==> config.mk <==
export PLATFORM = sky130hd
export DESIGN_NAME = stereo_pan_mixer
export DESIGN_NICKNAME = d
export VERILOG_FILES = /design/src/rtl/stereo_pan_mixer.sv
export SDC_FILE = /design/constraint.sdc
export NUM_CORES = 1
export LEC_CHECK = 0
export BUFFER_PORTS_ARGS = -buffer_cell sky130_fd_sc_hd__buf_4
export CORE_UTILIZATION = 55
export DETAILED_ROUTE_END_ITERATION = 8
export PLACE_DENSITY_LB_ADDON = 0.2
export RECOVER_POWER = 100
export SLEW_MARGIN = 20
export SYNTH_ARGS = -nofsm -noshare
export SYNTH_HDL_FRONTEND = slang
export SYNTH_SLANG_ARGS = --single-unit
==> constraint.sdc <==
create_clock -name clk -period 18.7 [get_ports clk]
set_input_delay 1.87 -clock clk [delete_from_list [all_inputs] [get_ports clk]]
set_output_delay 1.87 -clock clk [all_outputs]
set_load 0.05 [all_outputs]
==> src/rtl/stereo_pan_mixer.sv <==
// stereo_pan_mixer: time-multiplexed multi-voice stereo panner.
// Mixes VOICES mono samples into a saturated left/right pair,
// one voice per cycle through a single multiplier pair.
// Ports: clk, reset (async, active-high), sample_valid,
//   codec_sample[VOICES*WIDTH], pan[VOICES*PAN_BITS],
//   autopan (only with STEREO_PAN_AUTOPAN_EN),
//   busy, out_valid, codec_sample_left/right[WIDTH].
// Optional feature macro: STEREO_PAN_AUTOPAN_EN adds a triangle
// auto-pan LFO that overrides every voice's pan when autopan=1.
module stereo_pan_mixer #(
    parameter int WIDTH    = 16,
    parameter int VOICES   = 4,
    parameter int PAN_BITS = 8,
    parameter int LFO_STEP = 1
) (
    input  logic                         clk,
    input  logic                         reset,
    input  logic                         sample_valid,
    input  logic [VOICES*WIDTH-1:0]      codec_sample,
    input  logic [VOICES*PAN_BITS-1:0]   pan,
`ifdef STEREO_PAN_AUTOPAN_EN
    input  logic                         autopan,
`endif
    output logic                         busy,
    output logic                         out_valid,
    output logic [WIDTH-1:0]             codec_sample_left,
    output logic [WIDTH-1:0]             codec_sample_right
);

    localparam int IDX_W  = (VOICES > 1) ? $clog2(VOICES) : 1;
    localparam int PROD_W = WIDTH + PAN_BITS + 1;
    localparam int ACC_W  = PROD_W + $clog2(VOICES);

    localparam logic [PAN_BITS-1:0] PAN_MAX = '1;
    localparam logic signed [ACC_W-1:0] SAT_MAX =
        ACC_W'((2 ** (WIDTH - 1)) - 1);
    localparam logic signed [ACC_W-1:0] SAT_MIN = -SAT_MAX - 1;

    typedef enum logic [1:0] {
        IDLE,
        ACCUM,
        DONE
    } state_t;

    state_t r_state;
    state_t w_next;

    logic [VOICES-1:0][WIDTH-1:0]    r_samp;
    logic [VOICES-1:0][PAN_BITS-1:0] r_pan;
    logic [IDX_W-1:0]                r_idx;
    logic signed [ACC_W-1:0]         r_acc_l;
    logic signed [ACC_W-1:0]         r_acc_r;
    logic                            r_busy;
    logic                            r_out_valid;
    logic [WIDTH-1:0]                r_left;
    logic [WIDTH-1:0]                r_right;

    logic [VOICES-1:0][PAN_BITS-1:0] w_pan_eff;
    logic [WIDTH-1:0]                w_s;
    logic [PAN_BITS-1:0]             w_p;
    logic signed [PROD_W-1:0]        w_prod_l;
    logic signed [PROD_W-1:0]        w_prod_r;
    logic signed [ACC_W-1:0]         w_sh_l;
    logic signed [ACC_W-1:0]         w_sh_r;

`ifdef STEREO_PAN_AUTOPAN_EN
    localparam logic [PAN_BITS:0] STEP = (PAN_BITS + 1)'(LFO_STEP);

    logic [PAN_BITS-1:0] r_lfo;
    logic                r_lfo_up;

    assign w_pan_eff = autopan ? {VOICES{r_lfo}} : pan;

    // Triangle LFO: clamps at the rails and turns around there.
    always_ff @(posedge clk or posedge reset) begin
        if (reset) begin
            r_lfo    <= '0;
            r_lfo_up <= 1'b1;
        end else if (r_state == DONE) begin
            if (r_lfo_up) begin
                if ({1'b0, r_lfo} + STEP >= {1'b0, PAN_MAX}) begin
                    r_lfo    <= PAN_MAX;
                    r_lfo_up <= 1'b0;
                end else begin
                    r_lfo <= r_lfo + STEP[PAN_BITS-1:0];
                end
            end else begin
                if ({1'b0, r_lfo} <= STEP) begin
                    r_lfo    <= '0;
                    r_lfo_up <= 1'b1;
                end else begin
                    r_lfo <= r_lfo - STEP[PAN_BITS-1:0];
                end
            end
        end
    end
`else
    assign w_pan_eff = pan;
`endif

    // Gains are zero-extended so full-scale pan stays positive.
    assign w_s      = r_samp[r_idx];
    assign w_p      = r_pan[r_idx];
    assign w_prod_l = $signed(PROD_W'($signed(w_s)))
                    * $signed(PROD_W'(PAN_MAX - w_p));
    assign w_prod_r = $signed(PROD_W'($signed(w_s)))
                    * $signed(PROD_W'(w_p));
    assign w_sh_l   = r_acc_l >>> PAN_BITS;
    assign w_sh_r   = r_acc_r >>> PAN_BITS;

    function automatic logic [WIDTH-1:0] sat(
        input logic signed [ACC_W-1:0] v
    );
        logic signed [ACC_W-1:0] c;
        c = v;
        if (v > SAT_MAX) c = SAT_MAX;
        if (v < SAT_MIN) c = SAT_MIN;
        return c[WIDTH-1:0];
    endfunction

    always_comb begin
        w_next = r_state;
        unique case (r_state)
            IDLE:  if (sample_valid) w_next = ACCUM;
            ACCUM: if (r_idx == IDX_W'(VOICES - 1)) w_next = DONE;
            DONE:  w_next = IDLE;
            default: w_next = IDLE;
        endcase
    end

    always_ff @(posedge clk or posedge reset) begin
        if (reset) begin
            r_state     <= IDLE;
            r_samp      <= '0;
            r_pan       <= '0;
            r_idx       <= '0;
            r_acc_l     <= '0;
            r_acc_r     <= '0;
            r_busy      <= 1'b0;
            r_out_valid <= 1'b0;
            r_left      <= '0;
            r_right     <= '0;
        end else begin
            r_state     <= w_next;
            // busy trails the state by one cycle so it covers the
            // output-write cycle as well.
            r_busy      <= (r_state != IDLE);
            r_out_valid <= 1'b0;
            unique case (r_state)
                IDLE: begin
                    if (sample_valid) begin
                        r_samp  <= codec_sample;
                        r_pan   <= w_pan_eff;
                        r_idx   <= '0;
                        r_acc_l <= '0;
                        r_acc_r <= '0;
                    end
                end
                ACCUM: begin
                    r_acc_l <= r_acc_l + ACC_W'(w_prod_l);
                    r_acc_r <= r_acc_r + ACC_W'(w_prod_r);
                    r_idx   <= r_idx + IDX_W'(1);
                end
                DONE: begin
                    r_left      <= sat(w_sh_l);
                    r_right     <= sat(w_sh_r);
                    r_out_valid <= 1'b1;
                end
                default: ;
            endcase
        end
    end

    assign busy               = r_busy;
    assign out_valid          = r_out_valid;
    assign codec_sample_left  = r_left;
    assign codec_sample_right = r_right;

endmodule
Word-level counts from Yosys, hierarchy flattened
Cells that the tools add are included.
Widths: inputs -> output; s select.
- register bits after elaboration: 188
- input bits: 99
- output and inout port bits: 34
- word-level logic and storage cells: 55
- $add $sub $neg: 4
- multipliers: 2
- magnitude comparators: 5
- equal/unequal tests: 5
- multiplexer cells: 17
- reduce and logical (&&, ||, !) cells: 6
- operators with widths (operator ; number):
    $pmux 27 s2 ; 2
    $mux 16 ; 5
    $add 27x25->27 ; 2
    $mul 16x9->25 ; 2
    $gt 19x16->1 const B ; 2
    $lt 19x16->1 const B ; 2
    $bmux 16 s2 ; 1
    $mux 27 ; 1
    $bmux 8 s2 ; 1
    $sub 8x8->9 const A ; 1
    $mux 8 ; 1
    $pmux 2 s2 ; 2
    $mux 2 ; 3
    $reduce_and 2->1 ; 3
    $eq 2x2->1 const B ; 2
    $ne 2x2->1 const B ; 2
    $reduce_bool 2->1 ; 2
    $lt 2x3->1 const B ; 1
    $add 2x1->2 const B ; 1
    $eq 2x1->1 const B ; 1
    $logic_not 2->1 ; 1
    $mux 1 ; 1

Depth between registers and ports, before layout
- depth after elaboration: 6
- mapped depth: 26

Least setup slack after synthesis
Ideal clock, no wire load.
- kind: reg-to-reg
- from: register r_idx[0]
- to: register r_acc_l[24]
- setup time: 0.069 ns
- arrival time: 6.111 ns
- data required time: 18.631 ns
- slack: 12.520 ns
- cell stages (with the launch flop): 22
- buffers on the path: 3
- cell sequence: dfrtp_1 > clkbuf_1 > buf_2 > mux2_2 > o21ai_1 > clkbuf_1 > nand2_1 > fa_1 > fa_1 > fa_1 > inv_1 > fa_1 > inv_1 > fa_1 > inv_1 > ha_1 > nand2_1 > or3_1 > a211oi_2 > nor2_1 > or4_1 > nand3_1
- cells in the longest elaborated chain, start to end: 6
- elaborated cells between the ends (all ways): 8
- ends and longest elaborated chain (item ; RTL line ; RTL):
    start: declaration ; 50 ; logic [IDX_W-1:0] r_idx;
    start signal: assignment ; 162 ; r_idx <= r_idx + IDX_W'(1);
    $bmux 8 s2 ; 103 ; assign w_p = r_pan[r_idx];
    $mux 8 (not written as such) ; 103 ;
    $sub 8x8->9 ; 105 ; * $signed(PROD_W'(PAN_MAX - w_p));
    $mul 16x9->25 (*) ; 105 ;
    $add 27x25->27 (*) ; 160 ; r_acc_l <= r_acc_l + ACC_W'(w_prod_l);
    $pmux 27 s2 (*) ; 149 ; unique case (r_state)
    end signal: assignment ; 160 ;
    end: declaration ; 51 ; logic signed [ACC_W-1:0] r_acc_l;
Every way passes the cells marked *; elsewhere a longest branch is shown, timed or not. The select of a mux whose other input is x is not followed.
A chain may end at the register's enable or synchronous reset.

Worst setup path after layout
Ends and elaborated chain as after synthesis.

==> flow_summary.json <==
{
  "status": "finished, violations left",
  "violations": "capacitance limit, slew limit",
  "hold_path_class": "register to register",
  "drive_above_1_share_pct": 7.90,
  "num_rows": 67,
  "vias": 15000,
  "path_class": "register to register",
  "ys_types": 62,
  "grt_pass1_wl_um": 78300,
  "r2r_start": "r_idx[0]",
  "seq_area_frac_synth_pct": 24.7,
  "critPathMaxStageDelay_ns": 1.83,
  "post-cts-setup-buffers": 0,
  "grt_max_degree": 127,
  "grt_use_total_pct": 28.1,
  "antenna_found_initial": 3,
  "r2r-end": "r_acc_l[24]",
  "worstPathArrival_ns": 9.44,
  "r2r_cells": 19,
  "cp.depth": 19,
  "cp.buffers_inverters": 3,
  "rsz0062_at_grt": "false",
  "place_congestion": 0.923,
  "syn_inst": 2210,
  "fmax_mhz": 111,
  "cts-resized-gates": 0,
  "crit_fanout": 37,
  "finalSetupViolCount": 0,
  "hold_depth": 2,
  "reg2reg_setup_slack_ns": 9.66,
  "start_util_pct": 56.3,
  "num-nets-final": 2762,
  "clk_pin_slew_ns": 0.08,
  "ant_nets": 0,
  "io_pins": 133,
  "cp_common_cell": "fa_1",
  "synth_nets": 2682,
  "syn_to_final_growth_pct": 9.30,
  "clock_sinks": 188,
  "root_buffer": "clkbuf_16",
  "die_w_um": 188,
  "port_buffers": 132,
  "hold_violations": 0,
  "synth-warning-count": 0,
  "synth_async_sr_flop_share_pct": 100,
  "fin_crit_sh_pct": 48.3,
  "cp.required_ns": 19.10,
  "cap_violations": 5,
  "worst_pin_slew_ns": 5.59,
  "maxSlewViolCount": 365,
  "dp_hpwl_um": 36900,
  "path_cells": "clkbuf_1 > mux2_2 > o21ai_0 > nor2_1 > fa_1 > fa_1 > fa_1 > fa_1 > inv_1 > fa_1 > inv_1 > ha_1 > a21o_1 > nand3_1 > and3_1 > a211oi_1 > nor2_1 > or4_1 > nand3_1",
  "synth_edf_count": 0,
  "endpoint_kind": "register",
  "crit_family": "adder cells",
  "relSlewSlack_pct": -273,
  "insertion_delay_ns": 0.47,
  "fin_worst_skew_ns": 0.0122,
  "core_area_um2": 33800,
  "avgSynthCellArea_um2": 8.60,
  "crit_path_top_delay_cell": "clkbuf_1",
  "drc": 0,
  "min-delay-start": "codec_sample_right[12]",
  "dr.pass1.iters": 5,
  "fin_crit_ns": 9.04,
  "cts-buffers-inserted": 17,
  "fillers": 3073,
  "cts_tree": "yes",
  "die_height_um": 188,
  "seqCellArea_um2": 4710,
  "drt_wl_total_um": 46900,
  "htreeDepth": 4,
  "multi_input_area_um2": 12600,
  "grt_pass1_vias": 15800,
  "cts-hold-fix-buffers": 0,
  "die_area_um2": 35300,
  "drtIter0Drc": 897,
  "overflow": 0,
  "netlist_area_um2": 19000,
  "clock_path_buffers": 2,
  "synth_ff_type": "dfrtp_1",
  "via_per_inst": 5.45,
  "synth_seq_cells": 188,
  "final.setup.tns_ns": 0,
  "min_to": "codec_sample_right[12]",
  "post_drt_wl_per_cell_um": 17.0,
  "cp-start-kind": "register"
}
cells in the mapped netlist (all sizes together), types with 24 or more instances:
cell,n,share of area (%)
nand2,539,11
inv,368,7.3
fa,254,27
dfrtp,188,25
nor2,160,3.2
o21ai,123,3.2
ha,119,7.8
clkbuf,77,1.5
a21oi,54,1.5
nand3,37,0.97
mux2i,26,1.4
mux2,24,1.4
state kept, by name (all words and copies together) (netlist names):
register,cells
r_pan,32
r_samp,64
r_idx,2
r_acc_l,27
r_acc_r,27
out_valid,1
r_state,2
busy,1
codec_sample_left,16
codec_sample_right,16
worst max-delay path by stage:
stage              from          end
6_report       r_idx[0]  r_acc_l[24]
5_1_grt        r_idx[0]  r_acc_l[24]
4_1_cts        r_idx[0]  r_acc_l[24]
3_5_place_dp   r_idx[0]  r_acc_l[24]
3_3_place_gp   r_idx[0]  r_acc_l[24]
2_1_floorplan     reset         busy
cell families after synthesis:
| family | count (synthesis) | synth area share (%) |
|---|---|---|
| AND/OR/NAND/NOR | 822 | 17.7 |
| buffers and inverters | 458 | 9.11 |
| adder cells (fa/ha/maj) | 373 | 34.6 |
| AO/OA/AOI/OAI | 277 | 8.98 |
| flip-flops | 188 | 24.7 |
| multiplexers | 52 | 3.03 |
| XOR/XNOR | 40 | 1.84 |
area by class of cell:
| cell class | count | share of cell area [%] |
|---|---|---|
| clock buffers | 19 | 2.13 |
| flip-flops and latches | 188 | 22.7 |
| multi-input cells | 1564 | 60.4 |
| repair buffers | 151 | 4.73 |
| well taps | 448 | 2.70 |
| inverters | 368 | 6.65 |
| clock inverters | 13 | 0.711 |
| diodes | 1 | 0.0120 |
cells in the final DEF (no fill, tap or decap), types with 14 or more instances in the layout:
master	count
nand2_1	538
a21oi_1	54
nor2_1	159
xnor2_1	18
nand3_1	37
fa_1	254
mux2i_1	26
dfrtp_1	187
clkbuf_16	17
mux2_2	22
o21ai_1	19
a21o_1	14
xor2_1	22
o21ai_0	103
o21a_1	23
clkbuf_1	41
inv_1	367
ha_1	119
buf_4	110
per-stage QoR:
| step | area, um2 | utilization, % | hold slack [ns] | worst slack (ns) | instances |
|---|---|---|---|---|---|
| global placement | 20400 | 60.4 | 0.450 | 11.62 | 2719 |
| CTS | 21000 | 62.1 | 0.473 | 11.49 | 2751 |
| detailed placement | 20400 | 60.4 | 0.457 | 11.53 | 2719 |
| global route | 20800 | 61.5 | 0.492 | 9.22 | 2751 |
| floorplan | 19000 | - | 0.440 | 11.72 | 2210 |
| finish | 20800 | 61.5 | 0.465 | 9.66 | 2752 |
worst register-to-register path, delay by kind of cell (launching register included):
| family | cells | cell delay, ns |
|---|---|---|
| flip-flops | 1 | 0.73 |
| AND/OR/NAND/NOR | 6 | 1.21 |
| buffers and inverters | 3 | 1.92 |
| AO/OA/AOI/OAI | 3 | 1.73 |
| multiplexers | 1 | 0.51 |
| adder cells (fa/ha/maj) | 6 | 2.84 |
per-layer routing:
| layer | wire [um] | vias to the layer above | share of wire, % | global-route usage (%) |
|---|---|---|---|---|
| li1 | - | 7018 | - | - |
| met1 | 19300 | 7444 | 41 | 35.5 |
| met2 | 23200 | 417 | 49 | 47.5 |
| met3 | 2610 | 103 | 5.6 | 5.39 |
| met4 | 1730 | 6 | 3.7 | 11.6 |
| met5 | 36 | - | 0.077 | 0 |
Power is left out: the tool's default activity adds up to more than one toggle a clock period on the data nets, which glitch-free logic cannot reach.
